==> src/rtl/register_pc_if.sv <==
// Bus between the next-PC mux / fetch stage and the program-counter register.
interface register_pc_if #(
   parameter int unsigned WIDTH = 32
);

   logic             enable;
   logic [WIDTH-1:0] DatoPCIN;
   logic [WIDTH-1:0] DatoPCOUT;
   logic             misaligned;

   // Datapath side: supplies the next PC and the load enable, consumes the PC
   modport master (
      output enable,
      output DatoPCIN,
      input  DatoPCOUT,
      input  misaligned
   );

   // Register side
   modport slave (
      input  enable,
      input  DatoPCIN,
      output DatoPCOUT,
      output misaligned
   );

endinterface

==> src/rtl/register_pc.sv <==
// Program-counter register: loads the next PC when enabled, holds on stall,
// and flags loaded addresses whose low ALIGN_BITS bits are not zero.
module register_pc #(
   parameter int unsigned     WIDTH       = 32,
   parameter logic [WIDTH-1:0] RESET_VALUE = '0,
   parameter int unsigned     ALIGN_BITS  = 0
) (
   input  logic         clk,
   input  logic         rst_n,
   register_pc_if.slave bus
);

   logic [WIDTH-1:0] pc_d, pc_q;
   logic             misaligned_d, misaligned_q;
   logic             addr_misaligned;

   // Alignment check on the incoming address; absent when ALIGN_BITS is 0
   if (ALIGN_BITS > 0) begin : g_align
      assign addr_misaligned = |bus.DatoPCIN[ALIGN_BITS-1:0];
   end else begin : g_no_align
      assign addr_misaligned = 1'b0;
   end

   // Next state: take the new PC and its alignment status only when enabled
   always_comb begin
      pc_d         = pc_q;
      misaligned_d = misaligned_q;
      if (bus.enable) begin
         pc_d         = bus.DatoPCIN;
         misaligned_d = addr_misaligned;
      end
   end

   // State register with asynchronous boot-vector reset
   always_ff @(posedge clk or negedge rst_n) begin
      if (!rst_n) begin
         pc_q         <= RESET_VALUE;
         misaligned_q <= 1'b0;
      end else begin
         pc_q         <= pc_d;
         misaligned_q <= misaligned_d;
      end
   end

   assign bus.DatoPCOUT  = pc_q;
   assign bus.misaligned = misaligned_q;

endmodule

==> src/flat_wrapper.sv <==
// flat-port wrapper written by rule: the top's interface ports become plain ports
module register_pc_flat 
#(
   parameter int unsigned     WIDTH       = 32,
   parameter logic [WIDTH-1:0] RESET_VALUE = '0,
   parameter int unsigned     ALIGN_BITS  = 0
)
  (clk, rst_n, bus_enable, bus_DatoPCIN, bus_DatoPCOUT, bus_misaligned);
  register_pc_if #(.WIDTH(WIDTH)) bus_i ();
  input  logic clk;
  input  logic rst_n;
  input wire logic [$bits(bus_i.enable)-1:0] bus_enable;
  input wire logic [$bits(bus_i.DatoPCIN)-1:0] bus_DatoPCIN;
  output wire logic [$bits(bus_i.DatoPCOUT)-1:0] bus_DatoPCOUT;
  output wire logic [$bits(bus_i.misaligned)-1:0] bus_misaligned;
  assign bus_i.enable = bus_enable;
  assign bus_i.DatoPCIN = bus_DatoPCIN;
  assign bus_DatoPCOUT = bus_i.DatoPCOUT;
  assign bus_misaligned = bus_i.misaligned;
  register_pc #(.WIDTH(WIDTH), .RESET_VALUE(RESET_VALUE), .ALIGN_BITS(ALIGN_BITS)) u_core (.clk(clk), .rst_n(rst_n), .bus(bus_i));
endmodule
==> config.mk <==
export PLATFORM = sky130hd
export DESIGN_NAME = register_pc_flat
export DESIGN_NICKNAME = d
export VERILOG_FILES = /design/src/rtl/register_pc_if.sv /design/src/rtl/register_pc.sv /design/src/flat_wrapper.sv
export SDC_FILE = /design/constraint.sdc
export NUM_CORES = 1
export LEC_CHECK = 0
export CORE_UTILIZATION = 39
export DETAILED_ROUTE_END_ITERATION = 6
export PLACE_DENSITY = 0.78
export REMOVE_ABC_BUFFERS = 1
export SYNTH_ARGS = -nofsm -noshare
export SYNTH_HDL_FRONTEND = slang
export SYNTH_SLANG_ARGS = --single-unit
==> constraint.sdc <==
create_clock -name clk -period 0.8 [get_ports clk]
set_input_delay 0.12 -clock clk [delete_from_list [all_inputs] [get_ports clk]]
set_output_delay 0.12 -clock clk [all_outputs]
set_load 0.02 [all_outputs]
==> run metrics, run 1 <==
Synth area leader=dfrtp_1; chip height=61.0 um; DR top layer=met4; R2R setup slack=-120 ps; CP endpoint kind=primary output; gpl congestion=roughly 0.66; HP Class=in -> async; Core ar.=3340 um2; IO Pins=68; slowest CP cell=dfrtp_1; hold_buf cts=0; final core utilization=69.0%; Worst-path clk slew=approximately 100 ps; FF-to-FF End=u_core.bus.DatoPCOUT[19]$_DFFE_PN0P_; antenna-violating nets left=0; first-pass GRT wire length=around 4.7 mm; crit path cell chain=buf_6; HPWL Detailed=between 2 and 2.5 mm; P_leak=1.11 nW; Final period util=126%; Post-Synthesis Cells=70; Seq cells post-synth=32; max_cap viols=0; Seq/Total Area, Yosys=between 50% and 60%; Area Overhead vs Synth=69.8%; Initial Util=about two fifths; status=complete, but fails checks; GRT Residual Overflow=0; FMAX=992 MHz; CP max stage delay=approximately 420 ps; htree depth=2; share of layout cells above drive strength 1=57.0%; peak supply drop=between 0.001 and 0.0015 V; min Tclk post-route=approximately 1000 ps; R2R Path Start=u_core.bus.DatoPCOUT[19]$_DFFE_PN0P_; Fin Hold WS=between 100 and 150 ps; first-iteration detailed-routing DRC count=32; Yosys cell types=7; delay-heaviest family, CP=flip-flops; Startpoint Class=flop; # rows=21; Cell Area, Synth=1360 um2; Metal-1 WL=1.19 mm; setup ws final=-208 ps; post-synth top area share=about three fifths; Design Area, Final=roughly 2300 um2; Hold Vio Cnt, Final=0; FF-to-FF path depth=2; Worst Path Buf+Inv=1; clock buffer depth=2; GRT Util Overall=~18%; worst skew pair latency=320 ps; vias in the first global route=approximately 970; routed vias=920; met2 wire len=approximately 1.6 mm; failing checks=setup timing; Largest register FFs=32; Die Width=between 60 and 70 um; Final Slew Violations=0; setup violators final=48; DIE AREA=roughly 3700 um2; CTS Buf Count=5; crit path max fanout=2; DR vias/cell=4.51; largest net degree at the start of global routing=33; Critical Path RT=approximately 680 ps; Power Dens Cells=1800 nW/um2; final clock skew=0 ps; root buf cell=clkbuf_4; syn_area_per_cell=just under 20 um2; Crit Path Category=reg -> out; drt pass-1 iters=4; number of buffers added on ports=66; CTS Sinks=32; CTS tree=built; initial antenna violation count=0; Synth warnings=0; n_diodes=0; pre-CTS setup slack=-285 ps; top cells by area, synth=dfrtp_1, mux2_4, buf_12; met3 wire len=250 um; drc violations=0; fin nets=about 190; drt total wl=roughly 3 mm; DP Area=2100 um2; WL/cell=15.0 um; critical path arrival=about 890 ps; RSZ-0062 raised after global routing=true
area by class of cell:
class,count,area (um2)
well taps,46,57.6
repair buffers,85,906
flip-flops and latches,32,801
clock buffers,8,58.8
multi-input cells,33,480
fillers,244,1030
how the worst max path moves through the flow:
stage                                          endpoint                                 start  depth (start not counted)  slack [ps]
finish                                bus_DatoPCOUT[24]  u_core.bus.DatoPCOUT[24]$_DFFE_PN0P_                          1        -210
floorplan           u_core.bus.DatoPCOUT[0]$_DFFE_PN0P_   u_core.bus.DatoPCOUT[0]$_DFFE_PN0P_                          1         -30
detailed placement                     bus_DatoPCOUT[9]   u_core.bus.DatoPCOUT[9]$_DFFE_PN0P_                          1        -280
global route                          bus_DatoPCOUT[24]  u_core.bus.DatoPCOUT[24]$_DFFE_PN0P_                          1        -250
global placement                      bus_DatoPCOUT[18]  u_core.bus.DatoPCOUT[18]$_DFFE_PN0P_                          1        -290
CTS                                   bus_DatoPCOUT[27]  u_core.bus.DatoPCOUT[27]$_DFFE_PN0P_                          1        -220
kinds of logic (layout without fill, tap and decap cells):
group / Yosys count / after routing / share of synthesized area (%)
DFF: 32 / 32 / 59.0
other: 1 / 1 / 0.276
muxes: 32 / 32 / 34.9
buffers and inverters: 5 / 93 / 5.81
power breakdown:
part           internal, W  switching [W]
Combinational     0.000821       0.000451
Sequential         0.00178       0.000133
Clock             0.000433       0.000519
layout by cell type, fill, tap and decap left out, drive strengths merged:
cell            n
buf            52
clkdlybuf4s50  33
dfrtp          32
mux2           32
clkbuf          8
conb            1
routing by layer:
| metal | track usage, % | up-vias |
|---|---|---|
| met5 | 0 | - |
| met4 | 7.79 | 0 |
| met3 | 10.2 | 5 |
| met2 | 30.1 | 43 |
| met1 | 19.6 | 458 |
| li1 | - | 414 |
synth_stat cells:
cell type / number
buf_12: 3
dfrtp_1: 32
buf_6: 1
conb_1: 1
mux2_2: 2
buf_4: 1
mux2_4: 30
what timing repair did:
item                       in CTS  in global routing
buffers inserted                9                  3
setup endpoints to repair      39                 54
gates resized for setup       194                  7
stage by stage:
stage                     power (W)  instances  TNS [ps]
after detailed placement    0.00305        187    -11490
after CTS                   0.00414        201     -7900
after global routing        0.00435        204     -9500
final                       0.00414        204     -7640
after global placement      0.00303        187    -11040
after floorplan             0.00236         65     -1090
No activity file was read; power rests on OpenSTA's default activity.
==> run 2, diff against run 1 <==
- CORE_MARGIN: not set -> 2
- clock period: 0.8 -> 1 ns (I/O delays scaled with it)
==> run metrics, run 2 (synthesis gave the netlist of run 1 again) <==
status=complete, but fails checks; failing checks=setup timing; slowest CP cell=dfrtp_1; final clock skew=0 ps; Largest register FFs=32; Critical Path RT=850 ps; commonest non-fill, non-tap cell in the layout=buf_6; Metal-1 WL=about 1.2 mm; pre-CTS setup slack=-118 ps; # rows=21; initial antenna violation count=0; max_cap viols=0; most frequent cells in the layout=buf_6, clkdlybuf4s50_1, dfrtp_1; Worst Path Buf+Inv=1; CTS Buf Count=5; fin nets=slightly below 200; RSZ-0062 raised after global routing=true; chip height=between 60 and 70 um; largest net degree at the start of global routing=33; switching share of power=around 26%; GRT Residual Overflow=0; Worst-path clk slew=about 100 ps; DIE AREA=about 4000 um2; WL/cell=roughly 15 um; drt total wl=3.12 mm; CTS tree=built; R2R setup slack=-20 ps; Fin Hold WS=about 180 ps; Startpoint Class=flop; worst skew pair latency=between 300 and 400 ps; first-pass GRT wire length=roughly 4.8 mm; FF/Latch Area=between 800 and 900 um2; combinational fraction of design power=29.3%; Die Width=~63 um; met3 wire len=approximately 340 um; crit path cell chain=buf_6; Final period util=104%; DR top layer=met4; drc violations=0; GRT Util Overall=17.1%; Inst Count DP=between 150 and 200; WP depth=1; setup ws final=-37.0 ps; vias in the first global route=around 1000; routed vias=912; critical path arrival=between 800 and 900 ps; htree depth=2; Filler Cells Inserted=232; CP endpoint kind=primary output; FF-to-FF End=u_core.bus.DatoPCOUT[3]$_DFFE_PN0P_; drt pass-1 iters=4; Final Slew Violations=0; HPWL Detailed=about 2.1 mm; HP Class=in -> async; FMAX=a little under 1000 MHz; IO Pins=between 60 and 70; Clk pwr share=27.3%; peak supply drop=about 0.00095 V; DR vias/cell=between 4 and 5; antenna-violating nets left=0; first-iteration detailed-routing DRC count=13; root buf cell=clkbuf_4; final core utilization=~70%; CP max stage delay=410 ps; delay-heaviest family, CP=flip-flops; number of buffers added on ports=between 60 and 70; Power Dens Cells=between 1500 and 2000 nW/um2; Sw Pwr=between 0.0009 and 0.001 W; R2R Path Start=u_core.bus.DatoPCOUT[3]$_DFFE_PN0P_; FF-to-FF path depth=3; sequential share of power=43.4%; setup violators final=35; Crit Path Category=reg -> out; Core ar.=3340 um2; n_diodes=0; min Tclk post-route=just over 1000 ps; Area Overhead vs Synth=71.1%; area of the multi-input gates=around 480 um2; P_leak=around 1.1 nW; clock buffer depth=2; hold_buf cts=0; CTS Sinks=32; Hold Vio Cnt, Final=0; Initial Util=between 40% and 50%; crit path max fanout=2; Pint=between 0.002 and 0.003 W; share of layout cells above drive strength 1=about three fifths; met2 wire len=approximately 1.5 mm; gpl congestion=0.675; setup_tns=-817 ps; Finished Layout Cells=between 200 and 250
run 2: cell types whose count changed in the layout (fill, tap and decap cells not counted), sizes merged:
cell / before / now
clkbuf: 8 / 6
bufinv: 0 / 1
buf: 52 / 54
clkinv: 0 / 1
run 2: what timing repair did:
| item | in CTS | in global routing |
|---|---|---|
| setup buffers | 13 | 3 |
| endpoints found under the setup margin | 32 | 37 |
| pin swaps | 0 | 0 |
| resized for setup | 197 | 4 |
run 2: worst register-to-register path, cell delays in order (launching register included):
cell	delay (ps)
dfrtp_1	400
buf_4	140
buf_4	120
mux2_4	260
run 2: layer usage:
metal,vias up,global-route usage [%]
met2,43,26.6
met5,-,0
met4,0,10.8
li1,422,-
met1,441,18.5
met3,6,8.11
run 2: power groups by stage:
stage               Clock [W]  Sequential [W]  Combinational [W]
floorplan                   0         0.00168           0.000211
global placement            0         0.00151           0.000909
detailed placement          0         0.00152           0.000922
CTS                  0.000990         0.00152            0.00104
global route          0.00105         0.00154            0.00108
finish               0.000959         0.00152            0.00103
run 2: area by class of cell:
type / instances / area share [%]
clock buffers: 6 / 1.78
flip-flops and latches: 32 / 34.5
multi-input cells: 33 / 20.5
repair buffers: 87 / 39.2
clock inverters: 2 / 1.51
well taps: 46 / 2.48
run 2: worst max-delay path by stage:
stage / start / to
6_report: u_core.bus.DatoPCOUT[4]$_DFFE_PN0P_ / bus_DatoPCOUT[4]
5_1_grt: u_core.bus.DatoPCOUT[13]$_DFFE_PN0P_ / bus_DatoPCOUT[13]
4_1_cts: u_core.bus.DatoPCOUT[13]$_DFFE_PN0P_ / bus_DatoPCOUT[13]
3_5_place_dp: u_core.bus.DatoPCOUT[3]$_DFFE_PN0P_ / bus_DatoPCOUT[3]
3_3_place_gp: u_core.bus.DatoPCOUT[21]$_DFFE_PN0P_ / bus_DatoPCOUT[21]
2_1_floorplan: u_core.bus.DatoPCOUT[0]$_DFFE_PN0P_ / u_core.bus.DatoPCOUT[0]$_DFFE_PN0P_
run 2: metrics by stage:
stage                     power [W]  area, um2
after floorplan             0.00189       1280
after global placement      0.00242       2100
after detailed placement    0.00244       2100
after CTS                   0.00355       2330
after global routing        0.00367       2320
final                       0.00351       2320
